==> config.mk <==
export PLATFORM = sky130hd
export DESIGN_NAME = uart_rx_sched
export DESIGN_NICKNAME = d
export VERILOG_FILES = /design/src/rtl/uart_rx_sched.sv
export SDC_FILE = /design/constraint.sdc
export NUM_CORES = 1
export LEC_CHECK = 0
export ABC_CLOCK_PERIOD_IN_PS = 2080
export CAP_MARGIN = 20
export CELL_PAD_IN_SITES_DETAIL_PLACEMENT = 0
export CELL_PAD_IN_SITES_GLOBAL_PLACEMENT = 1
export CORE_UTILIZATION = 40
export DETAILED_ROUTE_END_ITERATION = 8
export GPL_ROUTABILITY_DRIVEN = 0
export PLACE_DENSITY_LB_ADDON = 0.1
export SLEW_MARGIN = 20
export SYNTH_ARGS = -nofsm -noshare
export SYNTH_HDL_FRONTEND = slang
export SYNTH_SLANG_ARGS = --single-unit
export TNS_END_PERCENT = 1
==> constraint.sdc <==
create_clock -name clk -period 2.08 [get_ports clk]
set_input_delay 0.624 -clock clk [delete_from_list [all_inputs] [get_ports clk]]
set_output_delay 0.624 -clock clk [all_outputs]
set_load 0.005 [all_outputs]
==> src/rtl/uart_rx_sched.sv <==
// Round-robin scheduler sharing one UART receiver between two byte clients.
// Handles the receiver go/dr handshake, request timeouts and the post-abort guard window.
module uart_rx_sched #(
    parameter int unsigned CLK_FREQ       = 66_000_000,
    parameter int unsigned BAUD_RATE      = 9600,
    parameter int unsigned TIMEOUT_CYCLES = 1_000_000
) (
    input  logic       clk,
    input  logic       rst,
    input  logic [1:0] req,
    output logic [1:0] rsp_valid,
    output logic [7:0] rsp_data,
    output logic       rsp_timeout,
    output logic       rx_go,
    input  logic       rx_dr,
    input  logic [7:0] rx_data,
    output logic       busy
);

    localparam int unsigned BIT_TIME  = CLK_FREQ / BAUD_RATE;
    localparam int unsigned GUARD_MAX = (BIT_TIME > 0) ? 10 * BIT_TIME - 1 : 0;
    localparam int unsigned TO_MAX    = (TIMEOUT_CYCLES > 0) ? TIMEOUT_CYCLES - 1 : 0;
    localparam int unsigned TO_W      = (TO_MAX > 1) ? $clog2(TO_MAX + 1) : 1;
    localparam int unsigned GUARD_W   = (GUARD_MAX > 1) ? $clog2(GUARD_MAX + 1) : 1;

    localparam logic [TO_W-1:0]    TO_LAST    = TO_W'(TO_MAX);
    localparam logic [GUARD_W-1:0] GUARD_LOAD = GUARD_W'(GUARD_MAX);

    typedef enum logic [1:0] {StIdle, StArm, StAck, StGuard} state_e;

    state_e             state_q, state_d;
    logic               grant_q, grant_d;
    logic               last_grant_q, last_grant_d;
    logic [TO_W-1:0]    to_cnt_q, to_cnt_d;
    logic [GUARD_W-1:0] guard_cnt_q, guard_cnt_d;
    logic [1:0]         rsp_valid_q, rsp_valid_d;
    logic [7:0]         rsp_data_q, rsp_data_d;
    logic               rsp_timeout_q, rsp_timeout_d;
    logic               rx_go_q, rx_go_d;
    logic               busy_q, busy_d;
    logic               pick;
    logic [1:0]         grant_onehot;

    assign grant_onehot = grant_q ? 2'b10 : 2'b01;

    always_comb begin
        state_d       = state_q;
        grant_d       = grant_q;
        last_grant_d  = last_grant_q;
        to_cnt_d      = to_cnt_q;
        guard_cnt_d   = guard_cnt_q;
        rsp_valid_d   = 2'b00;
        rsp_data_d    = 8'h00;
        rsp_timeout_d = 1'b0;
        rx_go_d       = 1'b0;
        // Contention goes to the client that was not served last.
        pick          = (req == 2'b11) ? ~last_grant_q : req[1];

        unique case (state_q)
            StIdle: begin
                if (req != 2'b00) begin
                    grant_d      = pick;
                    last_grant_d = pick;
                    to_cnt_d     = '0;
                    rx_go_d      = 1'b1;
                    state_d      = StArm;
                end
            end
            StArm: begin
                rx_go_d = 1'b1;
                if (rx_dr) begin
                    rsp_valid_d = grant_onehot;
                    rsp_data_d  = rx_data;
                    rx_go_d     = 1'b0;
                    state_d     = StAck;
                end else if (TIMEOUT_CYCLES != 0 && to_cnt_q == TO_LAST) begin
                    rsp_valid_d   = grant_onehot;
                    rsp_timeout_d = 1'b1;
                    rx_go_d       = 1'b0;
                    guard_cnt_d   = GUARD_LOAD;
                    state_d       = StGuard;
                end else if (TIMEOUT_CYCLES != 0) begin
                    to_cnt_d = to_cnt_q + TO_W'(1);
                end
            end
            StAck: begin
                if (!rx_dr) begin
                    state_d = StIdle;
                end
            end
            StGuard: begin
                // Any frame landing here is drained and dropped.
                if (guard_cnt_q != '0) begin
                    guard_cnt_d = guard_cnt_q - GUARD_W'(1);
                end else if (!rx_dr) begin
                    state_d = StIdle;
                end
            end
            default: begin
                state_d = StIdle;
            end
        endcase

        busy_d = (state_d != StIdle);
    end

    always_ff @(posedge clk or posedge rst) begin
        if (rst) begin
            state_q       <= StIdle;
            grant_q       <= 1'b0;
            last_grant_q  <= 1'b1;
            to_cnt_q      <= '0;
            guard_cnt_q   <= '0;
            rsp_valid_q   <= 2'b00;
            rsp_data_q    <= 8'h00;
            rsp_timeout_q <= 1'b0;
            rx_go_q       <= 1'b0;
            busy_q        <= 1'b0;
        end else begin
            state_q       <= state_d;
            grant_q       <= grant_d;
            last_grant_q  <= last_grant_d;
            to_cnt_q      <= to_cnt_d;
            guard_cnt_q   <= guard_cnt_d;
            rsp_valid_q   <= rsp_valid_d;
            rsp_data_q    <= rsp_data_d;
            rsp_timeout_q <= rsp_timeout_d;
            rx_go_q       <= rx_go_d;
            busy_q        <= busy_d;
        end
    end

    assign rsp_valid   = rsp_valid_q;
    assign rsp_data    = rsp_data_q;
    assign rsp_timeout = rsp_timeout_q;
    assign rx_go       = rx_go_q;
    assign busy        = busy_q;

endmodule

==> tab_implementation.tex <==
\begin{tabular}{lr}
\hline
Metric & Value \\
\hline
\multicolumn{2}{l}{\textbf{Yosys}} \\
Synth warnings & 0 \\
Number of synthesized flops with an enable pin & 0 \\
Syn nets & 297 \\
Dominant combinational cell family by area after synthesis & simple AND/OR/NAND/NOR gates \\
Combined area of all synthesized cells & 2721 sq um \\
Unique cell type count in the Yosys netlist & 50 \\
Synth Area in XOR/XNOR & 4.184\% \\
Compound-cell area share of the yosys netlist & $\sim$11\% \\
Share of Yosys cell area claimed by the top area cell type & 48.74\% \\
Synthesized-area fraction occupied by and/or/nand/nor cells & between 20\% and 30\% \\
Cells taking the most area after synthesis & dfrtp\_1, nand2\_1, nor2\_1 \\
Post-Syn Area per Cell & roughly 9.7 sq um \\
Synthesized-area fraction occupied by adder cells & 1.379\% \\
Mux share of post-synthesis cell area & 2.207\% \\
Most instantiated flip-flop cell in the synthesis netlist & dfrtp\_1 \\
Share of flip-flops with an asynchronous set or reset & 100.0\% \\
Number of cells produced by synthesis & 281 \\
Sequential cell area fraction in the yosys report & 49.70\% \\
Leading area contributor after synthesis & dfrtp\_1 \\
Number of synthesized register bits & 54 \\
\multicolumn{2}{l}{\textbf{Finish}} \\
Post-layout utilization of the core & 54.15\% \\
Final nets & between 300 and 400 \\
Leading cell types in the layout, fill and taps excluded & dfrtp\_1, buf\_4, nand2\_1 \\
Final std cells w/o fill & 421 \\
Most frequent standard cell in the layout excluding fill and tap cells & dfrtp\_1 \\
Growth of design area from synthesis to finish & 28.51\% \\
Number of filler instances in the final layout & 625 \\
Post-layout instance area & 3497 sq um \\
Fraction of layout cells with a size suffix above 1 & 19.19\% \\
Antenna fix cells & 0 \\
\multicolumn{2}{l}{\textbf{GRT}} \\
Via count of the first global-routing pass & 2,251 \\
Initial antenna violation count & 0 \\
Overall routing resource usage & 19.17\% \\
Maximum number of pins on one net before global-route repair & 32 \\
Wire length of the first global-routing pass & 10.76 mm \\
Remaining global-route overflow & 0 \\
\multicolumn{2}{l}{\textbf{Routing}} \\
Aggregate routed wire length & between 6 and 7 mm \\
Number of violations reported at the end of detailed-routing iteration 0 & between 90 and 100 \\
DR DRC count & 8 \\
Detailed Routing Iterations Pass 1 & 6 \\
Number of vias per cell after detailed routing & 5.461 \\
Post-detailed-route wirelength per cell & 15.10 microns \\
DR vias & 2,299 \\
Antenna-violating nets left & 0 \\
\multicolumn{2}{l}{\textbf{STA}} \\
Hold Violations, Final & 0 \\
Slew at the pin with the worst max-slew slack & 0.3360 ns \\
Worst slew margin relative to its limit & 77.31\% \\
Final setup violation count & 0 \\
Max frequency & 0.5056 GHz \\
RSZ-0062 raised after global routing & no \\
Max-slew violation total from the final report & 0 \\
Crit share post-route & 95.09\% \\
Total Negative Setup Slacks & 0 ns \\
Final critical path time including I/O delays and setup & 1.978 ns \\
Clock skew after layout & 0.006235 ns \\
\multicolumn{2}{l}{\textbf{Clock network}} \\
Hold bufs inserted after CTS & 0 \\
Setup repair bufs after CTS & 0 \\
Clock latency on the worst-skew pair & 0.31 ns \\
Clock sinks & 54 \\
Clk root buf & clkbuf\_8 \\
Num CTS Buffers & 5 \\
CTS Buffer Depth & 2 \\
Total number of H-tree levels & 2 \\
Clock-pin slew of the registers on the worst-case setup and hold paths & 0.10 ns \\
Clock tree from TritonCTS & done \\
\multicolumn{2}{l}{\textbf{Setup path}} \\
Biggest cell delay along the critical path & around 0.49 ns \\
Buffer and inverter count on the worst path & 0 \\
Setup Crit Path Kind & reg -> reg \\
FF-to-FF setup slack & 0.10 ns \\
Critical path's top delay family & simple AND/OR/NAND/NOR gates \\
Largest fanout on the critical path & 7 \\
Ordered list of cells on the worst path & and4\_1 > nand2\_1 > or4\_4 > or4\_1 > a21oi\_1 \\
Crit path max-delay cell type & or4\_1 \\
CP Launch Type & flop \\
Data arrival time of the critical path & between 2 and 2.5 ns \\
Data required time of the worst path & approximately 2.3 ns \\
Worst Setup End Kind & flop \\
\multicolumn{2}{l}{\textbf{Die}} \\
Area of the die & 7137 sq um \\
Standard cell core area & 6459 sq um \\
Die X & 84.48 microns \\
Vert. Die Dim & 84.48 microns \\
Std-Cell Rows & 29 \\
Initial standard-cell utilization of the core & 42.13\% \\
Number of placed I/O pins & 26 \\
\multicolumn{2}{l}{\textbf{Power}} \\
Static leakage & 1.523 nW \\
Power density relative to cell area & 961.2 nW/um\^{}2 \\
VDD IR-drop max & around 500 uV \\
\multicolumn{2}{l}{\textbf{Status}} \\
Run status & finished with violations \\
Failing checks & design-rule violations \\
\multicolumn{2}{l}{\textbf{Place}} \\
Area of placed instances & 3344 sq um \\
I/O Buffers & 25 \\
Total placed cells including tap cells & 413 \\
Placed wire-length estimate after detailed placement & between 4 and 5 mm \\
\multicolumn{2}{l}{\textbf{Flow run}} \\
Max Cap Viol & 0 \\
\multicolumn{2}{l}{\textbf{Worst hold path}} \\
Min-delay worst type & reg -> reg \\
\hline
\end{tabular}
report_power, final:
group / switching, mW / internal [mW] / total [mW]
Sequential: 0.142 / 1.24 / 1.38
Combinational: 0.647 / 0.588 / 1.24
Clock: 0.376 / 0.368 / 0.744
Total: 1.17 / 2.20 / 3.36
final timing paths:
kind / start / to / cells past startpoint
hold / removal: grant_q / rsp_valid[0] / 1
setup / recovery: to_cnt_q[7] / to_cnt_q[15] / 5
hold reg to reg: grant_q / rsp_valid[0] / 1
min in group asynchronous: rst / rsp_data[6] / 2
setup reg to reg: to_cnt_q[7] / to_cnt_q[15] / 5
max in group asynchronous: rst / to_cnt_q[4] / 3
synth_stat cells, types with 4 or more instances:
| cell type | count |
|---|---|
| mux2i_1 | 6 |
| nand2_1 | 26 |
| nand2b_1 | 5 |
| o31ai_1 | 4 |
| nor3_1 | 14 |
| nor4_1 | 8 |
| and3_1 | 14 |
| xnor2_1 | 5 |
| o21ai_0 | 9 |
| a21oi_1 | 14 |
| nand4_1 | 6 |
| xor2_1 | 8 |
| nor2_1 | 26 |
| or3_1 | 7 |
| inv_1 | 6 |
| nand3_1 | 16 |
| clkbuf_1 | 5 |
| dfrtp_1 | 53 |
worst register-to-register path, stage by stage (launching register included):
cell	delay, ns
dfrtp_1	0.47
and4_1	0.27
nand2_1	0.06
or4_4	0.47
or4_1	0.50
a21oi_1	0.15
layout make-up:
type	instances	area, sq um	share of cell area (%)
clock inverter	3	47.55	1.360
inverter	6	22.52	0.6440
clock buffer	5	68.82	1.968
timing repair buffer	63	563.0	16.10
tap	77	96.34	2.755
sequential	54	1353	38.68
multi-input combinational	213	1346	38.50
routing by layer:
layer / share of wire (%) / wire length, microns / vias to the layer above / GRT usage (%)
met5: 0 / 0 / - / 0
met4: 0.91 / 58 / 0 / 6.317
met3: 2.2 / 140 / 6 / 2.458
met2: 50 / 3152 / 33 / 31.86
met1: 47 / 3006 / 1112 / 26.09
li1: - / - / 1148 / -
registers in the layout, indices dropped and copies added (netlist names):
name / flops
grant_q: 1
busy: 1
rx_go: 1
to_cnt_q: 20
rsp_data: 8
rsp_timeout: 1
last_grant_q: 1
state_q: 2
guard_cnt_q: 17
rsp_valid: 2
repair_timing:
item | 4_1_cts | 5_1_grt
hold endpoints to repair | 0 | 0
gates resized for setup | 0 | 10
setup endpoints to repair | 0 | 13
cell families (layout without fill, tap and decap cells):
kind of cell             Yosys count  after routing
AND/OR/NAND/NOR                  145            145
flip-flops                        54             54
AO/OA/AOI/OAI                     46             46
buffers and inverters             14             77
XOR/XNOR                          13             13
multiplexers                       6              6
adder cells (fa/ha/maj)            3              3
metrics by stage:
| stage | total power [mW] | worst slack, ns | hold WS (ns) |
|---|---|---|---|
| floorplan | 2.011 | 0.1216 | 0.4259 |
| global placement | 2.606 | -0.2029 | 0.4531 |
| detailed placement | 2.624 | -0.2859 | 0.4570 |
| CTS | 3.377 | 0.06322 | 0.4724 |
| global route | 3.586 | 0.01463 | 0.4865 |
| finish | 3.361 | 0.1021 | 0.4682 |
(Power assumes the default switching activity.)
